===== src/rtl/video_timing_gen_if.sv =====
// -----------------------------------------------------------------------------
// video_timing_gen_if
//
// Raster timing bundle between the timing generator and the TMDS encoder side.
//
//   ce            clock enable into the generator (all state advances on ce=1)
//   hcount        presented pixel column
//   vcount        presented line
//   VDE           video data enable
//   CD            {vsync, hsync} control pair
//   line_start    strobe at hcount==0
//   frame_start   strobe at hcount==0 && vcount==0
//   frame_switch  animation toggle
//   frame_count   completed frames, wraps at 2^16
//
// Modports: master = generator (drives timing, receives ce),
//           slave  = consumer  (drives ce, receives timing).
// -----------------------------------------------------------------------------
interface video_timing_gen_if #(
    parameter int HC_W = 11,
    parameter int VC_W = 10
);
    logic            ce;
    logic [HC_W-1:0] hcount;
    logic [VC_W-1:0] vcount;
    logic            VDE;
    logic [1:0]      CD;
    logic            line_start;
    logic            frame_start;
    logic            frame_switch;
    logic [15:0]     frame_count;

    modport master (
        input  ce,
        output hcount, vcount, VDE, CD,
        output line_start, frame_start, frame_switch, frame_count
    );

    modport slave (
        output ce,
        input  hcount, vcount, VDE, CD,
        input  line_start, frame_start, frame_switch, frame_count
    );
endinterface


===== src/rtl/video_timing_gen.sv =====
// -----------------------------------------------------------------------------
// video_timing_gen
//
// Parametrised raster timing generator for a TMDS encoder. Two free-running
// counters (h_cnt, v_cnt) walk the full raster; every output is a registered
// decode of that position, so hcount/vcount and all timing signals leave this
// block mutually aligned with one cycle of latency.
//
// Ports:
//   pixclk  in   pixel clock (single domain)
//   reset   in   synchronous active-low reset, sampled on pixclk rising edge
//   vt      master modport of video_timing_gen_if:
//             ce in; hcount, vcount, VDE, CD={vsync,hsync}, line_start,
//             frame_start, frame_switch, frame_count out
// -----------------------------------------------------------------------------
module video_timing_gen #(
    parameter int H_ACTIVE  = 800,
    parameter int H_FP      = 40,
    parameter int H_SYNC    = 128,
    parameter int H_BP      = 88,
    parameter int V_ACTIVE  = 600,
    parameter int V_FP      = 1,
    parameter int V_SYNC    = 4,
    parameter int V_BP      = 23,
    parameter bit HSYNC_POL = 1'b0,
    parameter bit VSYNC_POL = 1'b0,
    parameter int ANIM_DIV  = 11,
    parameter int HC_W      = 11,
    parameter int VC_W      = 10
) (
    input  logic               pixclk,
    input  logic               reset,
    video_timing_gen_if.master vt
);

    localparam int H_TOTAL = H_ACTIVE + H_FP + H_SYNC + H_BP;
    localparam int V_TOTAL = V_ACTIVE + V_FP + V_SYNC + V_BP;
    localparam int AC_W    = (ANIM_DIV > 1) ? $clog2(ANIM_DIV) : 1;

    // Configuration errors stop elaboration rather than producing a raster
    // that silently truncates.
    if (H_TOTAL > (64'd1 << HC_W)) begin : g_h_total_err
        $error("video_timing_gen: H_TOTAL %0d does not fit in HC_W=%0d", H_TOTAL, HC_W);
    end
    if (V_TOTAL > (64'd1 << VC_W)) begin : g_v_total_err
        $error("video_timing_gen: V_TOTAL %0d does not fit in VC_W=%0d", V_TOTAL, VC_W);
    end
    if (ANIM_DIV < 1) begin : g_anim_div_err
        $error("video_timing_gen: ANIM_DIV must be >= 1 (got %0d)", ANIM_DIV);
    end

    localparam logic [HC_W-1:0] H_LAST = HC_W'(H_TOTAL - 1);
    localparam logic [VC_W-1:0] V_LAST = VC_W'(V_TOTAL - 1);

    // Region boundaries are one bit wider than the counters: with a zero back
    // porch the sync end equals 2^W and would wrap to 0 at counter width.
    localparam logic [HC_W:0] H_ACT_END  = (HC_W + 1)'(H_ACTIVE);
    localparam logic [HC_W:0] H_SYNC_BEG = (HC_W + 1)'(H_ACTIVE + H_FP);
    localparam logic [HC_W:0] H_SYNC_END = (HC_W + 1)'(H_ACTIVE + H_FP + H_SYNC);
    localparam logic [VC_W:0] V_ACT_END  = (VC_W + 1)'(V_ACTIVE);
    localparam logic [VC_W:0] V_SYNC_BEG = (VC_W + 1)'(V_ACTIVE + V_FP);
    localparam logic [VC_W:0] V_SYNC_END = (VC_W + 1)'(V_ACTIVE + V_FP + V_SYNC);

    localparam logic [AC_W-1:0] ANIM_LAST = AC_W'(ANIM_DIV - 1);
    localparam logic [1:0]      CD_IDLE   = {~VSYNC_POL, ~HSYNC_POL};

    // Raster counters
    logic [HC_W-1:0] h_cnt_q, h_cnt_d;
    logic [VC_W-1:0] v_cnt_q, v_cnt_d;

    // Registered outputs
    logic [HC_W-1:0] hcount_q, hcount_d;
    logic [VC_W-1:0] vcount_q, vcount_d;
    logic            vde_q, vde_d;
    logic [1:0]      cd_q, cd_d;
    logic            line_start_q, line_start_d;
    logic            frame_start_q, frame_start_d;
    logic            frame_switch_q, frame_switch_d;
    logic [15:0]     frame_count_q, frame_count_d;
    logic [AC_W-1:0] anim_cnt_q, anim_cnt_d;

    // Position decode of the counters (what will be presented next edge)
    logic h_active, v_active, h_sync_on, v_sync_on;
    logic h_wrap, v_wrap, frame_end;

    assign h_active  = {1'b0, h_cnt_q} < H_ACT_END;
    assign v_active  = {1'b0, v_cnt_q} < V_ACT_END;
    assign h_sync_on = ({1'b0, h_cnt_q} >= H_SYNC_BEG) && ({1'b0, h_cnt_q} < H_SYNC_END);
    assign v_sync_on = ({1'b0, v_cnt_q} >= V_SYNC_BEG) && ({1'b0, v_cnt_q} < V_SYNC_END);
    assign h_wrap    = (h_cnt_q == H_LAST);
    assign v_wrap    = (v_cnt_q == V_LAST);

    // Frame end is judged on the presented position, so the count and the
    // animation toggle change on the same edge that presents frame_start.
    assign frame_end = (hcount_q == H_LAST) && (vcount_q == V_LAST);

    always_comb begin
        // NOTE: every *_d gets its hold value first; without a default on every
        // path a combinational block infers latches.
        h_cnt_d        = h_cnt_q;
        v_cnt_d        = v_cnt_q;
        hcount_d       = hcount_q;
        vcount_d       = vcount_q;
        vde_d          = vde_q;
        cd_d           = cd_q;
        line_start_d   = line_start_q;
        frame_start_d  = frame_start_q;
        frame_switch_d = frame_switch_q;
        frame_count_d  = frame_count_q;
        anim_cnt_d     = anim_cnt_q;

        // With ce low everything holds, strobes included; consumers
        // qualify strobes with ce.
        if (vt.ce) begin
            h_cnt_d = h_wrap ? '0 : h_cnt_q + 1'b1;
            if (h_wrap) begin
                v_cnt_d = v_wrap ? '0 : v_cnt_q + 1'b1;
            end

            hcount_d      = h_cnt_q;
            vcount_d      = v_cnt_q;
            vde_d         = h_active && v_active;
            cd_d          = {v_sync_on ? VSYNC_POL : ~VSYNC_POL,
                             h_sync_on ? HSYNC_POL : ~HSYNC_POL};
            line_start_d  = (h_cnt_q == '0);
            frame_start_d = (h_cnt_q == '0) && (v_cnt_q == '0);

            if (frame_end) begin
                frame_count_d = frame_count_q + 16'd1;
                if (anim_cnt_q == ANIM_LAST) begin
                    anim_cnt_d     = '0;
                    frame_switch_d = ~frame_switch_q;
                end else begin
                    anim_cnt_d = anim_cnt_q + 1'b1;
                end
            end
        end
    end

    // NOTE: sequential state uses non-blocking assignments so every flop
    // samples the pre-edge values of the others, independent of statement order.
    // Reset is checked before ce so an asserted reset wins even during a stall,
    // and a sync pulse in progress is cut off immediately.
    always_ff @(posedge pixclk) begin
        if (!reset) begin
            h_cnt_q        <= '0;
            v_cnt_q        <= '0;
            hcount_q       <= '0;
            vcount_q       <= '0;
            vde_q          <= 1'b0;
            cd_q           <= CD_IDLE;
            line_start_q   <= 1'b0;
            frame_start_q  <= 1'b0;
            frame_switch_q <= 1'b0;
            frame_count_q  <= '0;
            anim_cnt_q     <= '0;
        end else begin
            h_cnt_q        <= h_cnt_d;
            v_cnt_q        <= v_cnt_d;
            hcount_q       <= hcount_d;
            vcount_q       <= vcount_d;
            vde_q          <= vde_d;
            cd_q           <= cd_d;
            line_start_q   <= line_start_d;
            frame_start_q  <= frame_start_d;
            frame_switch_q <= frame_switch_d;
            frame_count_q  <= frame_count_d;
            anim_cnt_q     <= anim_cnt_d;
        end
    end

    assign vt.hcount       = hcount_q;
    assign vt.vcount       = vcount_q;
    assign vt.VDE          = vde_q;
    assign vt.CD           = cd_q;
    assign vt.line_start   = line_start_q;
    assign vt.frame_start  = frame_start_q;
    assign vt.frame_switch = frame_switch_q;
    assign vt.frame_count  = frame_count_q;

endmodule


===== src/flat_wrapper.sv =====
// flat-port wrapper written by rule: the top's interface ports become plain ports
module video_timing_gen_flat 
#(
    parameter int H_ACTIVE  = 800,
    parameter int H_FP      = 40,
    parameter int H_SYNC    = 128,
    parameter int H_BP      = 88,
    parameter int V_ACTIVE  = 600,
    parameter int V_FP      = 1,
    parameter int V_SYNC    = 4,
    parameter int V_BP      = 23,
    parameter bit HSYNC_POL = 1'b0,
    parameter bit VSYNC_POL = 1'b0,
    parameter int ANIM_DIV  = 11,
    parameter int HC_W      = 11,
    parameter int VC_W      = 10
)
  (pixclk, reset, vt_ce, vt_hcount, vt_vcount, vt_VDE, vt_CD, vt_line_start, vt_frame_start, vt_frame_switch, vt_frame_count);
  video_timing_gen_if #(.HC_W(HC_W), .VC_W(VC_W)) vt_i ();
  input  logic pixclk;
  input  logic reset;
  input wire logic [$bits(vt_i.ce)-1:0] vt_ce;
  output wire logic [$bits(vt_i.hcount)-1:0] vt_hcount;
  output wire logic [$bits(vt_i.vcount)-1:0] vt_vcount;
  output wire logic [$bits(vt_i.VDE)-1:0] vt_VDE;
  output wire logic [$bits(vt_i.CD)-1:0] vt_CD;
  output wire logic [$bits(vt_i.line_start)-1:0] vt_line_start;
  output wire logic [$bits(vt_i.frame_start)-1:0] vt_frame_start;
  output wire logic [$bits(vt_i.frame_switch)-1:0] vt_frame_switch;
  output wire logic [$bits(vt_i.frame_count)-1:0] vt_frame_count;
  assign vt_i.ce = vt_ce;
  assign vt_hcount = vt_i.hcount;
  assign vt_vcount = vt_i.vcount;
  assign vt_VDE = vt_i.VDE;
  assign vt_CD = vt_i.CD;
  assign vt_line_start = vt_i.line_start;
  assign vt_frame_start = vt_i.frame_start;
  assign vt_frame_switch = vt_i.frame_switch;
  assign vt_frame_count = vt_i.frame_count;
  video_timing_gen #(.H_ACTIVE(H_ACTIVE), .H_FP(H_FP), .H_SYNC(H_SYNC), .H_BP(H_BP), .V_ACTIVE(V_ACTIVE), .V_FP(V_FP), .V_SYNC(V_SYNC), .V_BP(V_BP), .HSYNC_POL(HSYNC_POL), .VSYNC_POL(VSYNC_POL), .ANIM_DIV(ANIM_DIV), .HC_W(HC_W), .VC_W(VC_W)) u_core (.pixclk(pixclk), .reset(reset), .vt(vt_i));
endmodule

===== config.mk =====
export PLATFORM = sky130hd
export DESIGN_NAME = video_timing_gen_flat
export DESIGN_NICKNAME = d
export VERILOG_FILES = /design/src/rtl/video_timing_gen_if.sv /design/src/rtl/video_timing_gen.sv /design/src/flat_wrapper.sv
export SDC_FILE = /design/constraint.sdc
export NUM_CORES = 1
export LEC_CHECK = 0
export BUFFER_PORTS_ARGS = -buffer_cell sky130_fd_sc_hd__buf_4
export CELL_PAD_IN_SITES_DETAIL_PLACEMENT = 0
export CELL_PAD_IN_SITES_GLOBAL_PLACEMENT = 2
export CORE_MARGIN = 2
export CORE_UTILIZATION = 34
export DETAILED_ROUTE_END_ITERATION = 7
export GPL_ROUTABILITY_DRIVEN = 0
export GPL_TIMING_DRIVEN = 0
export PLACE_DENSITY_LB_ADDON = 0.1
export SETUP_SLACK_MARGIN = 0.3
export SKIP_CTS_REPAIR_TIMING = 1
export SLEW_MARGIN = 20
export SYNTH_ARGS = -nofsm -noshare
export SYNTH_HDL_FRONTEND = slang
export SYNTH_SLANG_ARGS = --single-unit

===== constraint.sdc =====
create_clock -name pixclk -period 2.67 [get_ports pixclk]
set_clock_uncertainty 0.2 [all_clocks]
set_input_delay 0.267 -clock pixclk [delete_from_list [all_inputs] [get_ports pixclk]]
set_output_delay 0.267 -clock pixclk [all_outputs]
set_load 0.1 [all_outputs]

==> out/summary.txt <==
status: finished clean
grt total ovfl: 0
Power Total: 1.98 mW
maxcap violations: 0
Root Driver: clkbuf_8
register bit total from synthesis: 68
Slew Limit Headroom: 46.8%
leakage power: 1.70 nW
post-synthesis sequential area ratio: 41.3%
element type at the critical path end: flop
starting density of the core: 35.4%
Multi-input gate area: 0.00197 sq mm
DP Cell Count: 550
layout cells sized above 1: 30.9%
final hold viol count: 0
ANT nets after route: 0
largest net degree at the start of global routing: 12
CTS Buf Count: 9
H-tree Lvls: 3
CP arrival: 2520 ps
period utilization: 91.6%
routed vias/inst: 5.16
Port Buffer Count: 43
Mapped Nets: 387
Die Y: 103 microns
Max Root-Sink Buffers: 2
Core Region: 0.00933 sq mm
Hold Slack: 119 ps
area grow syn2layout: 33.5%
Setup Viol. Count Final: 0
Tmin final: 2450 ps
CP delay by family, top: simple AND/OR/NAND/NOR gates
RSZ-0062 raised after global routing: true
# rows: 35
Sink Count: 68
1st-iter DRT viols: 69
max-slew violation count: 0
Layout Utilization: 47.2%
post-synth cell types: 47
fin nets: 457
Critical path buffers and inverters: 2
worst slew pin tran: 798 ps
mapped cell area: 0.00330 sq mm
TritonCTS clock tree: built
fill cell count: 944
residual DRC count: 0
Reg area: 0.00142 sq mm
number of global-route vias before repair: 2,712
critical path type: reg -> reg
Die Wd: 103 microns
syn_area_per_cell: 8.73 sq um
Fmax: 409 MHz
WL final: 9200 microns
yosys synthesis warning count: 0
ys flop type: dfxtp_1
antenna fix cells: 0
worst-path fanout max: 8
initial antenna violation count: 0
CP required: 2750 ps
pwr dens: 449 mW/mm^2
Overall Global Routing Usage: 18.0%
Post-DP HPWL: 6250 microns
clk slew on worst S/H paths: 80 ps
CP max-delay cell: or4_4
Post-Synthesis Cells: 378
Boundary Pins: 46
global-route wire length before repair: 14,400 microns
fraction of registers with async set/reset: 0%
setup TNS: 0 ps
Worst setup SP type: flop
peak supply drop: 214 uV
final std cells w/o fill: 582
Crit path largest cell delay: 550 ps
die area: 0.0105 sq mm
detailed-route via count: 3,001
DRT Pass-1 Iters: 4
later-pin clock latency in the skew report: 340 ps
crit-path cells: or4bb_4 -> or4_4 -> buf_8 -> buf_12 -> nor4b_4 -> mux2i_1
worst min-delay path category: in -> reg
Post-synth EDFFs: 0
wire length per cell: 15.8 microns
## layer usage
metal	part of all wire [%]	vias up	global-route usage (%)
li1	-	1498	-
met1	49	1435	25.2
met2	46	62	27.4
met3	3.4	6	4.07
met4	0.88	0	6.36
met5	0	-	0
## state kept, by name (all words and copies together), names as in the netlist
signal and flops:
u_core.vt.CD 2, u_core.vt.VDE 1, u_core.v_cnt_q 10, u_core.vt.line_start 1, u_core.vt.frame_start 1, u_core.vt.vcount 10
u_core.vt.frame_switch 1, u_core.vt.hcount 11, u_core.anim_cnt_q 4, u_core.vt.frame_count 16, u_core.h_cnt_q 11
## worst reg2reg max path, stage by stage (launching register included)
cell     delay (ps)
dfxtp_2         330
or4bb_4         540
or4_4           550
buf_8           160
buf_12          130
nor4b_4         260
mux2i_1         210
## cells in the mapped netlist (2+ instances only)
| master | count | area (sq um) |
|---|---|---|
| nor2b_1 | 2 | 12.5 |
| nor3_1 | 5 | 25.0 |
| xor2_1 | 2 | 17.5 |
| ha_1 | 6 | 75.1 |
| buf_2 | 2 | 10.0 |
| and4_1 | 5 | 43.8 |
| inv_1 | 11 | 41.3 |
| dfxtp_1 | 68 | 1360 |
| or3b_2 | 2 | 17.5 |
| nand2_1 | 27 | 101 |
| nand2b_1 | 19 | 119 |
| nor2_1 | 40 | 150 |
| nor4b_1 | 2 | 17.5 |
| or2_2 | 2 | 12.5 |
| and3_1 | 6 | 37.5 |
| buf_1 | 5 | 18.8 |
| or4_1 | 9 | 67.6 |
| buf_6 | 2 | 22.5 |
| o41ai_1 | 5 | 43.8 |
| o31ai_1 | 8 | 60.1 |
| a21oi_1 | 23 | 115 |
| clkbuf_1 | 15 | 56.3 |
| mux2i_1 | 31 | 310 |
| or3_1 | 6 | 37.5 |
| nand4_1 | 12 | 75.1 |
| nor4_2 | 2 | 25.0 |
| nand3_1 | 16 | 80.1 |
| nor4_1 | 4 | 25.0 |
| xnor2_1 | 8 | 70.1 |
| o21ai_0 | 12 | 60.1 |
| o311ai_0 | 5 | 43.8 |
## cells by family after synthesis
kind of cell    after synthesis  synth area share [%]
flops                        68                  41.3
simple gates                170                  28.9
buf+inv                      36                  4.63
compound gates               56                  10.5
fa+ha+maj                     6                  2.28
xor+xnor                     10                  2.65
mux                          32                  9.75
## worst paths after layout
path	start	to	slack [ps]	cells after the start
min reg2reg	u_core.vt.frame_switch	u_core.vt.frame_switch	280	2
min	reset	u_core.vt.frame_count[4]	120	3
max	u_core.vt.hcount[8]	u_core.vt.frame_count[15]	220	6
max reg2reg	u_core.vt.hcount[8]	u_core.vt.frame_count[15]	220	6
## area by class of cell
| class | count | share of cell area [%] |
|---|---|---|
| plain buffers | 24 | 3.21 |
| clock buffers | 10 | 2.90 |
| clock inverters | 6 | 1.25 |
| inverters | 12 | 1.08 |
| multi-input cells | 274 | 44.7 |
| flip-flops and latches | 68 | 32.1 |
| well taps | 129 | 3.66 |
| repair buffers | 59 | 11.0 |
## per-stage QoR
stage	area [sq um]	setup WS [ps]
after CTS	4020	35.7
after floorplan	3350	198
after global routing	4400	141
after global placement	3830	-216
after detailed placement	3840	9.57
final	4400	224
## layout by cell type, fill, tap and decap left out, types with 13 or more instances in the layout
master,n
a21oi_1,20
buf_4,56
clkbuf_1,14
dfxtp_1,45
dfxtp_2,13
mux2i_1,31
nand2_1,27
nand2b_1,19
nand3_1,15
nor2_1,40
## power breakdown
part / leakage, nW / switching, mW / total [mW] / internal (mW)
Combinational: 1.04 / 0.0911 / 0.133 / 0.0422
Clock: 0.0911 / 0.401 / 0.824 / 0.423
Sequential: 0.563 / 0.00735 / 1.02 / 1.01
Total: 1.70 / 0.500 / 1.98 / 1.48
(Power assumes the default switching activity.)
